===== config.mk =====
export PLATFORM = sky130hd
export DESIGN_NAME = uart_rx
export DESIGN_NICKNAME = d
export VERILOG_FILES = /design/src/rtl/uart_rx_pkg.sv /design/src/rtl/uart_rx_sync_2ff.sv /design/src/rtl/uart_rx.sv
export SDC_FILE = /design/constraint.sdc
export NUM_CORES = 1
export LEC_CHECK = 0
export BUFFER_PORTS_ARGS = -buffer_cell sky130_fd_sc_hd__buf_4
export CORE_MARGIN = 2
export CORE_UTILIZATION = 55
export CTS_BUF_LIST = sky130_fd_sc_hd__clkbuf_8 sky130_fd_sc_hd__clkbuf_16
export DETAILED_ROUTE_END_ITERATION = 8
export PLACE_DENSITY = 0.74
export REMOVE_ABC_BUFFERS = 1
export SYNTH_ARGS = -nofsm -noshare
export SYNTH_HDL_FRONTEND = slang
export SYNTH_SLANG_ARGS = --single-unit

===== constraint.sdc =====
create_clock -name clk -period 2.11 [get_ports clk]
set_clock_uncertainty 0.2 [all_clocks]
set_input_delay 0.211 -clock clk [delete_from_list [all_inputs] [get_ports clk]]
set_output_delay 0.211 -clock clk [all_outputs]
set_load 0.005 [all_outputs]

===== src/rtl/uart_rx_pkg.sv =====
// ---------------------------------------------------------------------------
// uart_rx_pkg
//   Shared constants and types for the G-sensor UART receive path.
//   CLK_FREQ / BAUD_RATE / DATA_BITS describe the 8N1 link. TICK_NBR is the
//   number of system clocks per bit. HALF_TICK_NBR is the offset from the
//   falling edge of the start bit to the centre of that bit.
//   uart_rx_states enumerates the receiver FSM states.
//   No ports (package).
// ---------------------------------------------------------------------------
package uart_rx_pkg;

  localparam int CLK_FREQ      = 5_000_000;
  localparam int BAUD_RATE     = 19200;
  localparam int DATA_BITS     = 8;
  localparam int TICK_NBR      = CLK_FREQ / BAUD_RATE;
  localparam int HALF_TICK_NBR = TICK_NBR / 2;

  typedef enum logic [1:0] {
    RX_IDLE,
    RX_START,
    RX_DATA,
    RX_STOP
  } uart_rx_states;

endpackage


===== src/rtl/uart_rx_sync_2ff.sv =====
// ---------------------------------------------------------------------------
// sync_2ff
//   Two-flop synchronizer that brings an asynchronous single-bit input into
//   the clk domain. Both stages reset to RESET_VAL. A line that idles high
//   should therefore not show a false edge when reset is released.
//   Ports:
//     clk    in   system clock
//     rst_n  in   asynchronous active-low reset
//     d      in   asynchronous input
//     q      out  synchronized copy of d, two clk edges later
// ---------------------------------------------------------------------------
module sync_2ff #(
  parameter logic RESET_VAL = 1'b0
) (
  input  logic clk,
  input  logic rst_n,
  input  logic d,
  output logic q
);

  logic meta_q, meta_d;
  logic sync_q, sync_d;

  always_comb begin
    meta_d = d;
    sync_d = meta_q;
  end

  always_ff @(posedge clk or negedge rst_n) begin
    if (!rst_n) begin
      meta_q <= RESET_VAL;
      sync_q <= RESET_VAL;
    end else begin
      meta_q <= meta_d;
      sync_q <= sync_d;
    end
  end

  assign q = sync_q;

endmodule


===== src/rtl/uart_rx.sv =====
// ---------------------------------------------------------------------------
// uart_rx
//   8N1 serial receiver. It oversamples rx with the system clock and samples
//   each bit at its centre. Each correctly framed byte is delivered as a
//   one-cycle strobe.
//   Ports:
//     clk        in   system clock, rising edge
//     rst_n      in   asynchronous active-low reset
//     rx         in   serial line from the pin, idles high, asynchronous
//     rx_data    out  last correctly framed byte, held until the next one
//     rx_valid   out  one-cycle strobe, rx_data is new in that cycle
//     frame_err  out  one-cycle strobe, stop bit sampled low
//     busy       out  high whenever the FSM is not idle
// ---------------------------------------------------------------------------
module uart_rx #(
  parameter int CLK_FREQ  = uart_rx_pkg::CLK_FREQ,
  parameter int BAUD_RATE = uart_rx_pkg::BAUD_RATE,
  parameter int DATA_BITS = uart_rx_pkg::DATA_BITS
) (
  input  logic                 clk,
  input  logic                 rst_n,
  input  logic                 rx,
  output logic [DATA_BITS-1:0] rx_data,
  output logic                 rx_valid,
  output logic                 frame_err,
  output logic                 busy
);

  import uart_rx_pkg::*;

  localparam int BIT_TICKS  = CLK_FREQ / BAUD_RATE;
  localparam int HALF_TICKS = BIT_TICKS / 2;
  localparam int TICK_W     = $clog2(BIT_TICKS);
  localparam int BIT_W      = (DATA_BITS > 1) ? $clog2(DATA_BITS) : 1;

  localparam logic [TICK_W-1:0] TICK_LAST = TICK_W'(BIT_TICKS - 1);
  localparam logic [TICK_W-1:0] HALF_LAST = TICK_W'(HALF_TICKS - 1);
  localparam logic [BIT_W-1:0]  BIT_LAST  = BIT_W'(DATA_BITS - 1);

  logic rx_s;

  uart_rx_states state_q, state_d;
  logic [TICK_W-1:0]    cnt_q, cnt_d;
  logic [BIT_W-1:0]     bit_cnt_q, bit_cnt_d;
  logic [DATA_BITS-1:0] shift_q, shift_d;
  logic [DATA_BITS-1:0] rx_data_q, rx_data_d;
  logic                 rx_valid_q, rx_valid_d;
  logic                 frame_err_q, frame_err_d;
  logic                 stop_wait_q, stop_wait_d;

  // Synchronizer resets high so that an idle line is not seen as a start bit.
  sync_2ff #(
    .RESET_VAL(1'b1)
  ) u_sync (
    .clk  (clk),
    .rst_n(rst_n),
    .d    (rx),
    .q    (rx_s)
  );

  always_ff @(posedge clk or negedge rst_n) begin
    if (!rst_n) begin
      state_q     <= RX_IDLE;
      cnt_q       <= '0;
      bit_cnt_q   <= '0;
      shift_q     <= '0;
      rx_data_q   <= '0;
      rx_valid_q  <= 1'b0;
      frame_err_q <= 1'b0;
      stop_wait_q <= 1'b0;
    end else begin
      state_q     <= state_d;
      cnt_q       <= cnt_d;
      bit_cnt_q   <= bit_cnt_d;
      shift_q     <= shift_d;
      rx_data_q   <= rx_data_d;
      rx_valid_q  <= rx_valid_d;
      frame_err_q <= frame_err_d;
      stop_wait_q <= stop_wait_d;
    end
  end

  // The tick counter restarts at 0 on every state entry and after every
  // sample. It therefore only ever counts up to the next sample point.
  always_comb begin
    state_d     = state_q;
    cnt_d       = cnt_q;
    bit_cnt_d   = bit_cnt_q;
    shift_d     = shift_q;
    rx_data_d   = rx_data_q;
    rx_valid_d  = 1'b0;
    frame_err_d = 1'b0;
    stop_wait_d = stop_wait_q;

    unique case (state_q)
      RX_IDLE: begin
        cnt_d       = '0;
        bit_cnt_d   = '0;
        stop_wait_d = 1'b0;
        if (!rx_s) begin
          state_d = RX_START;
        end
      end

      // A start bit that is high again at its centre is treated as a glitch.
      RX_START: begin
        if (cnt_q == HALF_LAST) begin
          cnt_d   = '0;
          state_d = rx_s ? RX_IDLE : RX_DATA;
        end else begin
          cnt_d = cnt_q + TICK_W'(1);
        end
      end

      // A right shift with new bits entering at the MSB leaves the
      // LSB-first data aligned once all bits are in.
      RX_DATA: begin
        if (cnt_q == TICK_LAST) begin
          cnt_d   = '0;
          shift_d = {rx_s, shift_q[DATA_BITS-1:1]};
          if (bit_cnt_q == BIT_LAST) begin
            bit_cnt_d = '0;
            state_d   = RX_STOP;
          end else begin
            bit_cnt_d = bit_cnt_q + BIT_W'(1);
          end
        end else begin
          cnt_d = cnt_q + TICK_W'(1);
        end
      end

      // After a framing error, stay here until the line is high again.
      // This keeps a break condition from retriggering reception.
      RX_STOP: begin
        if (stop_wait_q) begin
          cnt_d = '0;
          if (rx_s) begin
            stop_wait_d = 1'b0;
            state_d     = RX_IDLE;
          end
        end else if (cnt_q == TICK_LAST) begin
          cnt_d = '0;
          if (rx_s) begin
            rx_data_d  = shift_q;
            rx_valid_d = 1'b1;
            state_d    = RX_IDLE;
          end else begin
            frame_err_d = 1'b1;
            stop_wait_d = 1'b1;
          end
        end else begin
          cnt_d = cnt_q + TICK_W'(1);
        end
      end

      default: begin
        state_d = RX_IDLE;
      end
    endcase
  end

  assign rx_data   = rx_data_q;
  assign rx_valid  = rx_valid_q;
  assign frame_err = frame_err_q;
  assign busy      = (state_q != RX_IDLE);

endmodule


; ---- Yosys cells after proc, flatten, opt, wreduce, memory -nomap -nowiden
; Cells that the tools add are included.
[classes]
addsub = 2
n_eq_ne = 11
muxes = 26
bitwise_logic = 1
reduce_logical = 8
[ops]
columns = cell, count
row1 = 9-bit case mux with 4 select lines, 1
row2 = 9-bit 2-to-1 mux, 3
row3 = 2-bit 2-to-1 mux, 8
row4 = 9-bit by 1-bit adder with 9-bit output (second input constant), 1
row5 = 9-bit by 8-bit == test with 1-bit output (second input constant), 1
row6 = 9-bit == test (second input constant), 1
row7 = 1-bit 2-to-1 mux, 9
row8 = 2-bit inequality test (second input constant), 4
row9 = 2-bit case mux with 4 select lines, 1
row10 = 3-bit 2-to-1 mux, 2
row11 = 3-bit case mux with 2 select lines, 1
row12 = 2-bit nonzero test, 3
row13 = 5-bit AND reduction, 1
row14 = 2-bit == test (second input constant), 2
row15 = 2-bit AND reduction, 2
row16 = 4-bit AND reduction, 1
row17 = 3-bit by 1-bit adder with 3-bit output (second input constant), 1
row18 = 3-bit == test (second input constant), 1
row19 = 3-bit inequality test (second input constant), 1
row20 = 2-bit by 1-bit == test with 1-bit output (second input constant), 1
row21 = 2-bit logical NOT, 1
row22 = 1-bit case mux with 2 select lines, 1
row23 = 1-bit NOT, 1
[word_totals]
register_bits = 35
in_bits = 3
out_inout_bits = 11
elab_cells = 58

; ---- Logic depth before layout (Yosys ltp)
[depth]
word_depth = 4
ltp_mapped = 6
depth_no_buf = 6

; ---- Modules after synthesis
; Synthesis repeated with hierarchy kept, for this count alone.
[hier_totals]
cells_unflattened = 132
area_unflattened_um2 = 1690.4
[modules_own_cells]
columns = mod, n_inst, cells_each, area_each_um2, seq_area_each_um2
row1 = uart_rx, 1, 130, 1637.8, 825.8
row2 = sync_2ff, 1, 2, 52.6, 52.6

; ---- Worst setup path before layout
; Ideal clock, no wire load.
[synth_timing]
path_type = reg2reg
from = register cnt_q[4]
to = register rx_data_q[0], in the netlist rx_data[0]
setup_time_ns = 0.125
arrival_time_ns = 1.560
required_time_ns = 1.785
path_slack_ns = 0.224
path_stages_with_launch = 6
cell_sequence = dfrtp_1 > nor3_4 > nand4_2 > or3_1 > buf_6 > mux2_4
[synth_via]
elab_chain_cells = 2
[synth_lines]
columns = element, line_no
row1 = from (decl), uart_rx.sv:43  ; logic [TICK_W-1:0] cnt_q, cnt_d;
row2 = from (signal assigned), uart_rx.sv:73  ; cnt_q <= cnt_d;
row3 = 9-bit == test, uart_rx.sv:141  ; end else if (cnt_q == TICK_LAST) begin
row4 = 4-bit AND reduction (no source line), n/a
row5 = to (signal assigned), uart_rx.sv:76  ; rx_data_q <= rx_data_d;
row6 = to (decl), uart_rx.sv:46  ; logic [DATA_BITS-1:0] rx_data_q, rx_data_d;
; Every way passes these cells.
; A chain may end at the register's enable or synchronous reset.

==> results list <==
- Clock tree from TritonCTS: done
* Final count of pins violating max slew: 0
* Post-Synthesis Mean Instance Area: 12.3 µm²
- In the final layout, the share of cells above drive strength 1 is 33.3%.
* Violated checks: DRC
- Largest area contributor in the synthesized netlist: sky130_fd_sc_hd__dfrtp_1
* Total count of hold-check failures in the final report: 0
- Internal power: 1.03 mW
- Synthesis inferred 35 register bits.
- In this run the number of H-tree levels came out at 2.
- Total wire length: 2910 µm
- Fill cells in the final layout number 202.
- Once placement completed, the tool counted placed cells totaling 180.
- The floorplan step defined a core boundary enclosing 0.00281 mm².
- Final worst-path cycle share: 92.9%
- Num rows: 19
* Width of the chip: 58.6 µm
* Clock network latency to the later pin of the worst-skew pair: 0.29 ns
- After detailed routing, the average wire length per cell comes to 15.3 µm.
- Global routing used 20.2% of the available tracks across all layers.
* Commonest cells post-synth: sky130_fd_sc_hd__dfrtp_1, sky130_fd_sc_hd__nor2_1
- Initial core utilization: 58.5%
- In this run the biggest area consumer among cell types represents 50.3% of the synthesized area.
- Buffers inserted during clock tree synthesis total 5.
- Half-perimeter wire length after placement: 2000 µm
- The synthesized netlist contains 36 unique library cells.
- Run status: finished, violations left
- RR Startpoint: cnt_q[1]$_DFF_PN0_
- During synthesis, Yosys emitted a total of 0 warnings.
- IO Pins: 14
- After routing the design area is 0.00195 mm².
- Max frequency: 510 MHz
- The die covers 0.00344 mm².
- IR drop worst, VDD: 0.456 mV
- In the routed design, unresolved DRC markers number 1.
- Largest cells by area after synthesis: sky130_fd_sc_hd__dfrtp_1, sky130_fd_sc_hd__mux2_4, sky130_fd_sc_hd__ha_1
- Net switching component of the power: 0.256 mW
* Seq. cell area: 878 µm²
* Number of vias in the routed layout: 1088
* Layout Utilization: 69.4%
- Power per cell area: 661 mW/mm²
- Tracing the worst setup path back leads to its startpoint at cnt_q[1]$_DFF_PN0_.
- Global placer's final weighted congestion: 0.846
- The worst setup path is captured at a flip-flop.
- Min-delay src: u_sync.meta_q$_DFF_PN1_
* Layout area overhead: 18.8%
- The first detailed-routing pass ran for 6 iterations.
- The die is 58.6 µm tall.
- Final worst setup slack: 0.149 ns
- Classification of the worst-slack hold path: reg -> reg
- Most frequent cell after synthesis: sky130_fd_sc_hd__dfrtp_1
- Fraction of power spent switching nets: 19.9%
- Power comes to 1.29 mW.
- Fraction of synthesis flops using an asynchronous set or reset pin: 100%
* Worst setup slack after placement: 0.0122 ns
- The synthesized design contains 0 enable-type register cells.
- Input and output buffers added on the ports amount to 13.
- Setup repair after global routing left no endpoint under its margin.
- Cell Count, Final, Fillers Out: 190
- In the synthesized netlist the dominant register cell turns out to be sky130_fd_sc_hd__dfrtp_1.
* Total inserted antenna cells: 0
* Data arrival time at the worst-slack endpoint: 1.97 ns
- The first global-routing pass estimated 5150 µm of wire.
* Largest fanout of any net on the critical path: 5
- Category of the critical setup timing path: reg -> reg
* Starting DRT DRC Count: 43
- Maximum number of pins on one net before global-route repair: 36
- For this design the static power due to leakage is 1.01 nW.
- Summing all multi-input logic gate instances after layout gives 733 µm².
- In this run the remaining antenna-violating nets after routing total 0.
- Share of the yosys chip area belonging to registers: 53.5%
- Clock share of power: 46.0%
- Max Buffers Root-to-Sink: 2
* Number of antenna violations at the first check in global routing: 0
* Clock transition at the registers of the reported paths: 0.07 ns
* Worst-Margin Slew: 0.484 ns
- Relative contribution of sequential cells to total power: 52.5%
- Fin crit period: 1.96 ns
* Worst hold slack after final layout: 0.159 ns
- Global route total overflow: 0
- Per report_power, the combinational group accounts for 1.5% of the total.
- Clock Root Buffer: sky130_fd_sc_hd__clkbuf_8
- Sum of negative setup slack: 0 ns
- Critical Path Source Type: flip-flop
- Summing all placed instances gives a cell area of 0.00180 mm².
* R2r setup slk: 0.15 ns
- Clock tree sinks: 35
- Setup violations remaining at the end of the flow were counted as 0.
* Synthesized netlist cell count: 133
* Drt via density: 5.73
- After synthesis the cells add up to 0.00164 mm².
* Data required time of the worst path: 2.12 ns
- The via count of the first global-routing pass was 1085.
- Max-cap violations in this run came to 0.
- Layout net count: 169
* Worst slew margin relative to its limit: 67.3%
-- registers in the layout (all words and copies together) (netlist names), 3 cells and up, named ones only --
name,flops
bit_cnt_q,3
rx_data,8
shift_q,8
cnt_q,9
-- cell families after synthesis --
| logic type | after synthesis | share of synthesized area [%] |
|---|---|---|
| muxes | 20 | 15.3 |
| xor gates and xnor gates | 7 | 3.74 |
| and+or+nand+nor | 42 | 14.1 |
| adders and majority gates | 8 | 6.10 |
| AOI/OAI and AO/OA | 11 | 4.42 |
| DFF | 35 | 53.5 |
| buffers and inverters | 10 | 2.82 |
-- worst max-delay path, stage by stage, from the launching register on --
cell,delay (ns)
sky130_fd_sc_hd__dfrtp_1,0.38
sky130_fd_sc_hd__ha_1,0.29
sky130_fd_sc_hd__nor4b_2,0.27
sky130_fd_sc_hd__buf_4,0.16
sky130_fd_sc_hd__a22oi_1,0.11
sky130_fd_sc_hd__nor4_2,0.29
sky130_fd_sc_hd__mux2i_1,0.20
-- area by class of cell --
type | count | share of cell area (%)
sequential | 35 | 45.1
multi-input combinational | 88 | 37.6
timing repair buffer | 20 | 7.96
clock buffer | 5 | 3.53
clock inverter | 3 | 2.25
tap | 31 | 1.99
inverter | 8 | 1.54
-- path summary, 6_finish.rpt --
path                                           to  depth (start not counted)
max in group asynchronous      u_sync.q$_DFF_PN1_                          2
setup reg to reg                        flip-flop                          6
min in group asynchronous  shift_q[2]$_DFFE_PN0P_                          2
hold / removal                 u_sync.q$_DFF_PN1_                          0
setup / recovery                        flip-flop                          6
hold reg to reg                u_sync.q$_DFF_PN1_                          0
-- cell usage in the layout (no fill, tap or decap), types with 2 or more instances in the layout --
master	count
sky130_fd_sc_hd__xnor2_1	3
sky130_fd_sc_hd__a21oi_1	2
sky130_fd_sc_hd__inv_1	8
sky130_fd_sc_hd__buf_4	18
sky130_fd_sc_hd__dfrtp_1	33
sky130_fd_sc_hd__o21ai_0	3
sky130_fd_sc_hd__nand2b_1	2
sky130_fd_sc_hd__nand2_1	8
sky130_fd_sc_hd__nand3_1	2
sky130_fd_sc_hd__mux2_2	8
sky130_fd_sc_hd__dlygate4sd3_1	2
sky130_fd_sc_hd__xor2_1	4
sky130_fd_sc_hd__nor2_1	13
sky130_fd_sc_hd__dfstp_2	2
sky130_fd_sc_hd__mux2_4	8
sky130_fd_sc_hd__nor3_1	4
sky130_fd_sc_hd__clkbuf_8	5
sky130_fd_sc_hd__ha_1	8
sky130_fd_sc_hd__mux2i_1	4
-- routing by layer --
layer | vias up | GRT usage [%] | part of all wire (%)
met2 | 29 | 33.1 | 49
met5 | - | 0 | 0
met1 | 543 | 26.4 | 45
met4 | 0 | 7.79 | 1.6
li1 | 508 | - | -
met3 | 8 | 4.62 | 3.7
-- repair_timing --
| item | CTS | global route |
|---|---|---|
| gates resized for setup | 1 | 2 |
| endpoints found under the setup margin | 1 | 9 |
| cloned | 0 | 0 |
| hold buffers | 2 | 0 |
| endpoints found under the hold margin | 36 | 0 |
| buffers inserted | 0 | 0 |
-- power by group through the flow --
| stage | Combinational (mW) | Sequential [mW] | Clock (mW) |
|---|---|---|---|
| 3_3_place_gp | 0.0174 | 0.688 | 0 |
| 3_5_place_dp | 0.0180 | 0.688 | 0 |
| 5_1_grt | 0.0229 | 0.676 | 0.637 |
| 2_1_floorplan | 0.00158 | 0.688 | 0 |
| 6_report | 0.0198 | 0.676 | 0.592 |
| 4_1_cts | 0.0207 | 0.676 | 0.608 |
Power figures use the tool's default switching activity.
